File: config.mk
export PLATFORM = sky130hd
export DESIGN_NAME = ps2_key_tracker
export DESIGN_NICKNAME = d
export VERILOG_FILES = /design/src/rtl/ps2_key_tracker.sv
export SDC_FILE = /design/constraint.sdc
export NUM_CORES = 1
export LEC_CHECK = 0
export ABC_AREA = 1
export BUFFER_PORTS_ARGS = -buffer_cell sky130_fd_sc_hd__buf_2
export CAP_MARGIN = 20
export CORE_MARGIN = 1.5
export CORE_UTILIZATION = 50
export DETAILED_ROUTE_END_ITERATION = 12
export GPL_TIMING_DRIVEN = 0
export PLACE_DENSITY = 0.71
export SLEW_MARGIN = 20
export SYNTH_ARGS = -nofsm -noshare
export SYNTH_HDL_FRONTEND = slang
export SYNTH_SLANG_ARGS = --single-unit
File: constraint.sdc
create_clock -name clock -period 1.9 [get_ports clock]
set_input_delay 0.095 -clock clock [delete_from_list [all_inputs] [get_ports clock]]
set_output_delay 0.095 -clock clock [all_outputs]
set_load 0.01 [all_outputs]
File: src/rtl/ps2_key_tracker.sv
// rtl/ps2_key_tracker.sv - PS/2 Set-2 scan-code decoder tracking held state of several keys
module ps2_key_tracker #(
    parameter int                      NUM_KEYS       = 4,
    parameter logic [NUM_KEYS*8-1:0]   KEY_CODES      = {8'h4B, 8'h44, 8'h1B, 8'h1D},
    parameter logic [NUM_KEYS-1:0]     KEY_EXT        = '0,
    parameter int                      TIMEOUT_CYCLES = 100000
) (
    input  logic                clock,
    input  logic                resetn,
    input  logic [7:0]          ps2_key_data,
    input  logic                ps2_key_pressed,
    input  logic                clear_all,
    output logic [NUM_KEYS-1:0] key_held,
    output logic [NUM_KEYS-1:0] key_press,
    output logic [NUM_KEYS-1:0] key_release,
    output logic                any_held,
    output logic                seq_error
);

    localparam int            CW           = $clog2(TIMEOUT_CYCLES + 1);
    localparam logic [CW-1:0] TIMEOUT_LAST = CW'(TIMEOUT_CYCLES - 1);

    typedef enum logic [1:0] {
        IDLE,
        GOT_E0,
        GOT_F0,
        GOT_E0F0
    } state_t;

    state_t              state;
    logic [CW-1:0]       tmo_cnt;
    logic [NUM_KEYS-1:0] code_hit;
    logic [NUM_KEYS-1:0] hit_std;
    logic [NUM_KEYS-1:0] hit_ext;
    logic                is_e0;
    logic                is_f0;

    // Compare the incoming byte against every table entry; ext flag splits the hits
    always_comb begin
        code_hit = '0;
        for (int i = 0; i < NUM_KEYS; i++) begin
            code_hit[i] = (ps2_key_data == KEY_CODES[8*i +: 8]);
        end
        hit_std = code_hit & ~KEY_EXT;
        hit_ext = code_hit & KEY_EXT;
        is_e0   = (ps2_key_data == 8'hE0);
        is_f0   = (ps2_key_data == 8'hF0);
    end

    // Prefix FSM, timeout counter, held levels and registered pulses
    always_ff @(posedge clock or negedge resetn) begin
        if (!resetn) begin
            state       <= IDLE;
            tmo_cnt     <= '0;
            key_held    <= '0;
            key_press   <= '0;
            key_release <= '0;
            seq_error   <= 1'b0;
        end else begin
            key_press   <= '0;
            key_release <= '0;
            seq_error   <= 1'b0;
            if (clear_all) begin
                // Silent wipe: no release pulses and any coincident byte is dropped
                state    <= IDLE;
                tmo_cnt  <= '0;
                key_held <= '0;
            end else if (ps2_key_pressed) begin
                tmo_cnt <= '0;
                case (state)
                    IDLE: begin
                        if (is_e0) begin
                            state <= GOT_E0;
                        end else if (is_f0) begin
                            state <= GOT_F0;
                        end else begin
                            key_press <= hit_std & ~key_held;
                            key_held  <= key_held | hit_std;
                        end
                    end
                    GOT_E0: begin
                        if (is_f0) begin
                            state <= GOT_E0F0;
                        end else if (!is_e0) begin
                            key_press <= hit_ext & ~key_held;
                            key_held  <= key_held | hit_ext;
                            state     <= IDLE;
                        end
                    end
                    GOT_F0: begin
                        state <= IDLE;
                        if (is_e0 || is_f0) begin
                            seq_error <= 1'b1;
                        end else begin
                            key_release <= hit_std & key_held;
                            key_held    <= key_held & ~hit_std;
                        end
                    end
                    default: begin
                        state <= IDLE;
                        if (is_e0 || is_f0) begin
                            seq_error <= 1'b1;
                        end else begin
                            key_release <= hit_ext & key_held;
                            key_held    <= key_held & ~hit_ext;
                        end
                    end
                endcase
            end else if (state != IDLE) begin
                // A stalled prefix is abandoned so a lost byte cannot wedge the decoder
                if (tmo_cnt == TIMEOUT_LAST) begin
                    state     <= IDLE;
                    tmo_cnt   <= '0;
                    seq_error <= 1'b1;
                end else begin
                    tmo_cnt <= tmo_cnt + CW'(1);
                end
            end else begin
                tmo_cnt <= '0;
            end
        end
    end

    // Summary level straight from the held register
    always_comb begin
        any_held = |key_held;
    end

endmodule

==> results.md, run 1 <==
* H-tree Lvls at 2
* Port-buffer cells at 25
* Number of global-route vias before repair at 1493
* Synth warn at 0
* Final hold violations at 0
* Met3 track demand over resource at 5.179%
* Data arrival at the endpoint of the critical path at 1.83 ns
* Transition at the pin with the smallest max-transition slack at 0.6843 ns
* Post-synthesis sequential element count at 32
* Syn Inst Count at 235
* Y dimension of the die at 63.57 um
* Cell area after placement at 2017 um2
* Setup repair after global routing missed its margin: false
* Cell type with the largest total area after synthesis: sky130_fd_sc_hd__dfrtp_1
* Clock transition at path regs at 0.10 ns
* Fin crit period at 1.579 ns
* Die Span X at 63.57 um
* Synth top cells by count: 59 x sky130_fd_sc_hd__nand2_1, 32 x sky130_fd_sc_hd__dfrtp_1, 26 x sky130_fd_sc_hd__nor2_1, 21 x sky130_fd_sc_hd__inv_1, 17 x sky130_fd_sc_hd__nor2_2
* Number of clock sinks at 32
* Number of max-cap violations at 0
* Post-route cell area at 2088 um2
* Final weighted congestion of routability-driven global placement at 0.8598
* Antenna Nets Post-Route at 0
* Aggregate global routing overflow at 0
* Insertion delay to the later sink of the worst-skew pair at 0.33 ns
* Number of top-level design ports at 26
* Share of final-layout standard cells stronger than drive strength 1 at 29.74%
* Busiest layer in global routing: met2
* Number of nets at the end of the flow at 281
* Area share of the largest cell type after synthesis at 43.66%
* Ratio of final minimum period to clock period at 83.11%
* Drc violations at 0
* Final slew viol count at 0
* Dpl hpwl at 2780 um
* Max Clock Freq at 633.2 MHz
* Effective utilization at floorplan at 53.70%
* Post-synthesis average cell area at 7.805 um2
* Number of inserted diodes at 0
* Clock tree from TritonCTS: yes
* Number of setup violations in the final report at 0
* VDD IR-drop max at 221.2 uV
* Run status: complete, no violations
* Clock tree root driver cell: sky130_fd_sc_hd__clkbuf_4
* Setup CP Type: flop to flop
* Class of the tightest hold or removal check: input pin to flop
* Overall via count from detail_route at 1622
* Fraction of the core area covered by cells at the end of the flow at 61.14%
* Share of synthesized registers carrying an async set or reset at 100.0%
* Post-synthesis cell area at 1834 um2
* Startpoint type of the worst setup path: flop
* Average detailed-routed wire length per instance at 11.25 um
* Placement row count at 21
* Power density over the cells at 572.3 nW/um2
* Most used DFF post-synth: sky130_fd_sc_hd__dfrtp_1
* Global-route wire length before repair at 6410 um
* Leading cell types by total area after synthesis: sky130_fd_sc_hd__dfrtp_1 44%, sky130_fd_sc_hd__nand2_1 12%, sky130_fd_sc_hd__nor2_2 5.8%
* DRC marker count from the first detailed-route iteration at 100
* TritonRoute pass-1 iters at 4
* Number of clock buffers inserted by TritonCTS at 5
* Antenna violations before repair at 0
* Data required time of the worst path at 2.15 ns
* Total Die Area at 4041 um2
* All-Layer GR Usage at 20.33%
* GR met1 Demand/Resource at 26.95%
* Layout overhead on the synthesized area at 13.85%
* Sequential fraction of the synthesis area at 43.66%
* Clock skew at 0.006706 ns
* GR met2 Demand/Resource at 31.97%
* Most frequently used cell type in the post-synthesis netlist: sky130_fd_sc_hd__nand2_1
* Relative slew slack at 54.38%
* Post-synth EDFFs at 0
* Largest buffer count on any clock path at 2
* Number of setup buffers added after CTS at 0
* Core Box Area at 3416 um2
* Pin count of the biggest net entering global routing at 33
* Sum of routed wire length over all layers at 3543 um
* Number of nets produced by synthesis at 248
* Static leakage at 1.030 nW
* Count of unique library cells instantiated by Yosys at 28
* CP Max Fanout at 10
* Endpoint type of the worst setup path: flop
* Avg Vias per Cell at 5.149
* Setup_tns at 0 ns
[worst max-delay path: stages (launching register included)]
cell,delay (ns)
sky130_fd_sc_hd__dfrtp_1,0.43
sky130_fd_sc_hd__ha_1,0.23
sky130_fd_sc_hd__nand2_2,0.09
sky130_fd_sc_hd__inv_2,0.06
sky130_fd_sc_hd__nand2_2,0.08
sky130_fd_sc_hd__nor2_2,0.06
sky130_fd_sc_hd__a21oi_4,0.23
sky130_fd_sc_hd__inv_2,0.07
sky130_fd_sc_hd__buf_6,0.16
sky130_fd_sc_hd__nor3_2,0.10
[layout make-up]
type	count	area [um2]
Fill cell	308	1328
Multi-Input combinational cell	173	913.4
Sequential cell	32	800.8
Timing Repair Buffer	26	135.1
Inverter	29	108.9
Tap cell	46	57.56
Clock buffer	6	51.30
Buffer	1	11.26
Clock inverter	2	10.01
[logic make-up (layout without fill, tap and decap cells)]
family          count (synthesis)  after routing  share of synthesized area, %
xor+xnor                        4              4                         1.910
flops                          32             32                         43.66
fa+ha+maj                       1              1                        0.6820
compound gates                 17             17                         6.071
simple gates                  151            151                         41.13
buf+inv                        30             64                         6.549
[per-stage QoR]
stage / hold WS [ns] / instances / setup WS (ns) / total power [mW]
after floorplan: -0.2006 / 235 / 0.4803 / 0.7598
after global placement: 0.1841 / 306 / 0.3287 / 0.8059
after detailed placement: 0.1833 / 306 / 0.3287 / 0.8067
after CTS: 0.08846 / 315 / 0.2944 / 1.212
after global routing: 0.1082 / 315 / 0.1721 / 1.255
final: 0.1048 / 315 / 0.3208 / 1.195
[final timing paths]
| check | from | to | slack [ns] | cells after the start |
|---|---|---|---|---|
| worst max register to register | tmo_cnt[0] | tmo_cnt[2] | 0.32 | 9 |
| worst min register to register | tmo_cnt[0] | tmo_cnt[0] | 0.49 | 1 |
| max in group asynchronous | resetn | state[0] | 1.11 | 2 |
| worst min-delay path | clear_all | key_held[0] | 0.10 | 4 |
| worst max-delay path | tmo_cnt[0] | tmo_cnt[2] | 0.32 | 9 |
| min in group asynchronous | resetn | tmo_cnt[8] | 0.33 | 2 |
[report_power, final]
group          internal [mW]  switching [mW]
clock network          0.176           0.225
registers              0.684         0.00438
logic                 0.0315          0.0738
total                  0.892           0.304
[timing repair]
action | 4_1_cts | 5_1_grt
hold buffers | 1 | 0
endpoints found under the hold margin | 32 | 0
resized for setup | 0 | 0
[flip-flops by register name, summed over array words and instances (netlist names)]
register / flops
key_held: 4
key_press: 4
state: 2
seq_error: 1
tmo_cnt: 17
key_release: 4
[cells in the final DEF, fill, tap and decap left out, drive strengths merged]
| master | netlist | final |
|---|---|---|
| clkbuf | 0 | 6 |
| clkinv | 1 | 3 |
| a31oi | 5 | 5 |
| xor2 | 2 | 2 |
| o22ai | 1 | 1 |
| nor3 | 15 | 15 |
| and3 | 1 | 1 |
| a21oi | 5 | 5 |
| ha | 1 | 1 |
| nor3b | 1 | 1 |
| inv | 28 | 28 |
| dfrtp | 32 | 32 |
| dlygate4sd3 | 0 | 1 |
| nand2 | 68 | 68 |
| buf | 1 | 26 |
| a21o | 1 | 1 |
| nand4 | 4 | 4 |
| nor2 | 46 | 46 |
| nand3 | 16 | 16 |
| o211a | 1 | 1 |
| xnor2 | 2 | 2 |
| o21ai | 4 | 4 |
[per-layer routing]
metal	routed length, um	vias to the layer above
met5	0	-
met4	68	0
met3	201	8
met2	1632	53
met1	1641	740
li1	-	821
Note: power is estimated with default switching activity, not from simulation.
==> run 2, diff against run 1 <==
==> constraint.sdc (replaced) <==
create_clock -name clock -period 1.5 [get_ports clock]
set_input_delay 0.075 -clock clock [delete_from_list [all_inputs] [get_ports clock]]
set_output_delay 0.075 -clock clock [all_outputs]
set_load 0.01 [all_outputs]
==> run 2 against run 1 <==
  * Sequential power rose by 27%
  * Routed wire length increased by 6.8%
  * Non-clock buffer count is 10 higher
  * Fmax grew 7.3%
  * Power grew 28%
  * Final cell count up 3.2%
  * Die area did not move
  * Clock-buffer cell count unchanged
  * Worst hold slack got worse by 0.022 ns
  * Critical path depth decreased by 1
  * Largest power group unchanged
==> results.md, run 2 (same netlist as run 1, synthesis figures left out) <==
* Number of max-cap violations at 0
* Power density over the cells at 681.6 nW/um2
* Transition at the pin with the smallest max-transition slack at 0.6860 ns
* Number of global-route vias before repair at 1517
* Run status: complete, no violations
* Clock skew at 0.007770 ns
* Footprint of the multi-input gates at 979.7 um2
* Overall via count from detail_route at 1653
* Fin crit period at 1.471 ns
* DRC marker count from the first detailed-route iteration at 107
* Die Span X at 63.57 um
* Endpoint with the worst hold slack: key_held[0]
* Flip-flop count of the largest register after layout at 17
* Aggregate global routing overflow at 0
* Count of fill cells added during filler insertion at 299
* VDD IR-drop max at 267.0 uV
* Setup slack at placement at -0.07130 ns
* Number of clock sinks at 32
* Relative slew slack at 54.27%
* Number of top-level design ports at 26
* Number of nets at the end of the flow at 291
* R2r endpoint: tmo_cnt[15]
* Setup_tns at 0 ns
* Average detailed-routed wire length per instance at 11.64 um
* Insertion delay to the later sink of the worst-skew pair at 0.33 ns
* Startpoint of the most critical register-to-register path: tmo_cnt[0]
* Sum of routed wire length over all layers at 3784 um
* Number of setup violations in the final report at 0
* Worst hold path cell count at 4
* Final hold violations at 0
* Ratio of final minimum period to clock period at 98.09%
* Pin count of the biggest net entering global routing at 33
* Port-buffer cells at 25
* Number of clock buffers inserted by TritonCTS at 5
* Commonest non-fill, non-tap cells in the layout: 58 x sky130_fd_sc_hd__nand2_1, 32 x sky130_fd_sc_hd__dfrtp_1, 26 x sky130_fd_sc_hd__nor2_1, 25 x sky130_fd_sc_hd__buf_2, 21 x sky130_fd_sc_hd__inv_1
* Antenna violations before repair at 0
* Final weighted congestion of routability-driven global placement at 0.8598
* Total Die Area at 4041 um2
* Placement row count at 21
* Data arrival at the endpoint of the critical path at 1.73 ns
* Global-route wire length before repair at 6479 um
* Static leakage at 1.119 nW
* Core Box Area at 3416 um2
* TritonRoute pass-1 iters at 4
* CP Max Fanout at 4
* Y dimension of the die at 63.57 um
* Avg Vias per Cell at 5.086
* Number of inserted diodes at 0
* Class of the tightest hold or removal check: input pin to flop
* Setup CP Type: flop to flop
* Most common library cell in the layout ignoring fill and taps: sky130_fd_sc_hd__nand2_1
* H-tree Lvls at 2
* Register-to-Register Path Depth at 8
* Clock transition at path regs at 0.10 ns
* Layout overhead on the synthesized area at 22.37%
* Startpoint type of the worst setup path: flop
* All-Layer GR Usage at 20.52%
* Smallest setup slack after layout at 0.02866 ns
* Effective utilization at floorplan at 53.70%
* Max Clock Freq at 679.7 MHz
* Clock tree root driver cell: sky130_fd_sc_hd__clkbuf_4
* Endpoint type of the worst setup path: flop
* Drc violations at 0
* Dpl hpwl at 2780 um
* Reg area at 800.8 um2
* Data required time of the worst path at 1.76 ns
* Final slew viol count at 0
* Worst hold start: clear_all
* Setup repair after global routing missed its margin: true
* Antenna Nets Post-Route at 0
* Share of final-layout standard cells stronger than drive strength 1 at 33.69%
* Clock tree from TritonCTS: yes
* Largest buffer count on any clock path at 2
* Register ranked first by flip-flop count: tmo_cnt
* Worst reg2reg setup slack at 0.03 ns
run 2: routing by layer:
layer	vias up	global-route usage [%]	share of wire, %
met4	0	7.880	1.7
li1	841	-	-
met1	768	27.18	47
met2	38	32.24	47
met3	6	5.179	4.0
met5	-	0	0
run 2: stage by stage:
step	area (um2)	cells	hold WS (ns)	utilization, %	power (mW)
3_5_place_dp	2017	306	0.1633	59.05	1.022
3_3_place_gp	2017	306	0.1641	59.05	1.021
4_1_cts	2111	318	0.06846	61.79	1.539
6_report	2245	325	0.08248	65.71	1.530
5_1_grt	2245	325	0.08823	65.71	1.607
2_1_floorplan	1834	235	-0.2206	-	0.9624
run 2: power breakdown:
part	total, mW	switching (mW)	internal, mW	leakage (nW)
registers	0.873	0.00609	0.867	0.446
logic	0.144	0.0966	0.0471	0.635
clock network	0.514	0.291	0.223	0.0380
total	1.53	0.394	1.14	1.12
run 2: final cells by class:
| class | count | area share [%] |
|---|---|---|
| buffer | 1 | 0.8919 |
| inverter | 29 | 4.961 |
| sequential | 32 | 35.67 |
| clock inverter | 2 | 0.4459 |
| timing repair buffer | 36 | 9.532 |
| clock buffer | 6 | 2.285 |
| tap | 46 | 2.564 |
| multi-input combinational | 173 | 43.65 |
run 2: what timing repair did:
item,CTS,global route
gates resized for setup,0,17
hold endpoints to repair,32,0
hold buffers,1,0
pin swaps,1,6
setup buffers,3,7
setup endpoints to repair,14,19
run 2: how the worst max path moves through the flow:
stage	startpoint	to	slack [ns]	cells after the start
after global placement	tmo_cnt[0]	tmo_cnt[2]	-0.07	9
after global routing	tmo_cnt[0]	tmo_cnt[15]	-0.05	8
after CTS	tmo_cnt[0]	tmo_cnt[2]	0.002	9
after floorplan	tmo_cnt[0]	tmo_cnt[8]	0.08	9
final	tmo_cnt[0]	tmo_cnt[15]	0.03	8
after detailed placement	tmo_cnt[0]	tmo_cnt[2]	-0.07	9
run 2: worst max-delay path, stage by stage (launching register included):
cell	delay, ns
sky130_fd_sc_hd__dfrtp_1	0.44
sky130_fd_sc_hd__buf_4	0.15
sky130_fd_sc_hd__nand3_2	0.10
sky130_fd_sc_hd__nor2_4	0.17
sky130_fd_sc_hd__nand2_2	0.09
sky130_fd_sc_hd__nor2_4	0.17
sky130_fd_sc_hd__buf_4	0.13
sky130_fd_sc_hd__a31oi_1	0.06
sky130_fd_sc_hd__nor2_1	0.09
==> run 3, diff against run 2 <==
--- a/config.mk
+++ b/config.mk
@@ -10,6 +10,7 @@
 export CAP_MARGIN = 20
 export CORE_MARGIN = 1.5
 export CORE_UTILIZATION = 50
+export CTS_BUF_LIST = sky130_fd_sc_hd__clkbuf_16
 export DETAILED_ROUTE_END_ITERATION = 12
 export GPL_TIMING_DRIVEN = 0
 export PLACE_DENSITY = 0.71
==> run 3 against run 2 <==
  * Power grew 28%
  * Sequential cell count stayed put
  * Sequential power is essentially flat
  * Non-clock buffer count stayed put
  * Utilization increased by 3.0 points
  * Critical path depth did not move
  * Routed wire length up 3.9%
==> results.md, run 3 (same netlist as run 1, synthesis figures left out) <==
* Overall via count from detail_route at 1658
* Total Die Area at 4041 um2
* Antenna Nets Post-Route at 0
* Setup repair after global routing missed its margin: true
* Power density over the cells at 835.1 nW/um2
* Ratio of final minimum period to clock period at 98.74%
* Core Box Area at 3416 um2
* Port-buffer cells at 25
* Startpoint type of the worst setup path: flop
* Setup CP Type: flop to flop
* Final hold violations at 0
* All-Layer GR Usage at 20.55%
* Number of inserted diodes at 0
* Final weighted congestion of routability-driven global placement at 0.8598
* Register ranked first by flip-flop count: tmo_cnt
* Share of final-layout standard cells stronger than drive strength 1 at 33.33%
* Avg Vias per Cell at 5.102
* Final slew viol count at 0
* Layout overhead on the synthesized area at 28.04%
* Worst hold start: clear_all
* Register-to-Register Path Depth at 8
* Max Clock Freq at 675.2 MHz
* Commonest non-fill, non-tap cells in the layout: 58 x sky130_fd_sc_hd__nand2_1, 32 x sky130_fd_sc_hd__dfrtp_1, 26 x sky130_fd_sc_hd__nor2_1, 25 x sky130_fd_sc_hd__buf_2, 21 x sky130_fd_sc_hd__inv_1
* DRC marker count from the first detailed-route iteration at 94
* Clock transition at path regs at 0.05 ns
* Number of global-route vias before repair at 1528
* Effective utilization at floorplan at 53.70%
* Aggregate global routing overflow at 0
* Post-route cell area at 2349 um2
* Data required time of the worst path at 1.70 ns
* Endpoint type of the worst setup path: flop
* Endpoint with the worst hold slack: key_held[0]
* Run status: complete, no violations
* Busiest layer in global routing: met2
* Data arrival at the endpoint of the critical path at 1.68 ns
* Count of fill cells added during filler insertion at 278
* Number of top-level design ports at 26
* Number of nets at the end of the flow at 291
* Transition at the pin with the smallest max-transition slack at 0.7076 ns
* Clock skew at 0.003085 ns
* Clock tree from TritonCTS: yes
* Drc violations at 0
* Dpl hpwl at 2780 um
* Sum of routed wire length over all layers at 3930 um
* Worst reg2reg setup slack at 0.02 ns
* Die Span X at 63.57 um
* Number of clock buffers inserted by TritonCTS at 5
* Placement row count at 21
* Cell area after placement at 2017 um2
* Global-route wire length before repair at 6610 um
* VDD IR-drop max at 446.8 uV
* Number of setup violations in the final report at 0
* Most common library cell in the layout ignoring fill and taps: sky130_fd_sc_hd__nand2_1
* R2r endpoint: tmo_cnt[13]
* Fin crit period at 1.481 ns
* Fin cells at 325
* Y dimension of the die at 63.57 um
* Average detailed-routed wire length per instance at 12.09 um
* H-tree Lvls at 2
* Startpoint of the most critical register-to-register path: tmo_cnt[0]
* Worst hold path cell count at 4
* Relative slew slack at 52.83%
* Number of clock sinks at 32
* Number of max-cap violations at 0
* Met3 track demand over resource at 4.107%
* TritonRoute pass-1 iters at 4
* Largest buffer count on any clock path at 2
* Placed Cells at 306
* Insertion delay to the later sink of the worst-skew pair at 0.27 ns
* Clock tree root driver cell: sky130_fd_sc_hd__clkbuf_16
* Class of the tightest hold or removal check: input pin to flop
* CP Max Fanout at 4
* GR met1 Demand/Resource at 27.26%
* GR met2 Demand/Resource at 33.55%
* Antenna violations before repair at 0
* Static leakage at 1.163 nW
* Beginning of the critical path: tmo_cnt[0]
* Pin count of the biggest net entering global routing at 33
* Flip-flop count of the largest register after layout at 17
## run 3: cell count changes in the layout (fill, tap and decap cells not counted), sizes merged
| cell | change |
|---|---|
| buf | -1 |
| clkinv | +1 |
## run 3: repair_timing
item / 4_1_cts / 5_1_grt
pin swaps: 1 / 7
endpoints found under the hold margin: 32 / 0
gates cloned: 0 / 1
buffers inserted: 2 / 7
gates resized for setup: 0 / 16
hold buffers: 1 / 0
setup endpoints to repair: 14 / 19
## run 3: area by class of cell
| type | instances | area (um2) | area share [%] |
|---|---|---|---|
| clock buffers | 5 | 125.1 | 5.328 |
| inverters | 29 | 111.4 | 4.742 |
| plain buffers | 1 | 20.02 | 0.8524 |
| repair buffers | 36 | 240.2 | 10.23 |
| well taps | 46 | 57.56 | 2.451 |
| clock inverters | 3 | 13.76 | 0.5860 |
| multi-input cells | 173 | 979.7 | 41.72 |
| flip-flops and latches | 32 | 800.8 | 34.10 |
## run 3: how the worst max path moves through the flow
| stage | slack (ns) | cells past startpoint | endpoint |
|---|---|---|---|
| 6_report | 0.02 | 8 | tmo_cnt[13] |
| 2_1_floorplan | 0.08 | 9 | tmo_cnt[8] |
| 3_3_place_gp | -0.07 | 9 | tmo_cnt[2] |
| 3_5_place_dp | -0.07 | 9 | tmo_cnt[2] |
| 5_1_grt | -0.06 | 8 | tmo_cnt[13] |
| 4_1_cts | 0.008 | 9 | tmo_cnt[2] |
## run 3: metrics by stage
stage          utilization [%]  TNS, ns  hold WS (ns)  setup WS, ns  power, mW
2_1_floorplan                -        0       -0.2206       0.08027     0.9624
3_3_place_gp             59.05  -0.3790        0.1641      -0.07127      1.021
3_5_place_dp             59.05  -0.4013        0.1633      -0.07130      1.022
4_1_cts                  64.21        0        0.1496      0.008140      1.963
5_1_grt                  68.75  -0.4435        0.1813      -0.05653      2.035
6_report                 68.75        0        0.1571       0.01897      1.961
## run 3: per-layer routing
layer / vias up / part of all wire, %
li1: 838 / -
met1: 781 / 47
met2: 37 / 49
met3: 2 / 3.6
met4: 0 / 0.97
met5: - / 0
## run 3: power by group
part	total (mW)	switching [mW]	internal, mW
logic	0.151	0.0989	0.0525
clock network	0.934	0.333	0.601
registers	0.875	0.00618	0.869
total	1.96	0.438	1.52
## run 3: worst max-delay path: stages, from the launching register on
cell                      delay [ns]
sky130_fd_sc_hd__dfrtp_1        0.43
sky130_fd_sc_hd__buf_4          0.15
sky130_fd_sc_hd__nand3_2        0.10
sky130_fd_sc_hd__nor2_4         0.17
sky130_fd_sc_hd__nand2_2        0.10
sky130_fd_sc_hd__nor2_4         0.16
sky130_fd_sc_hd__buf_4          0.14
sky130_fd_sc_hd__a31oi_1        0.06
sky130_fd_sc_hd__nor2_1         0.09
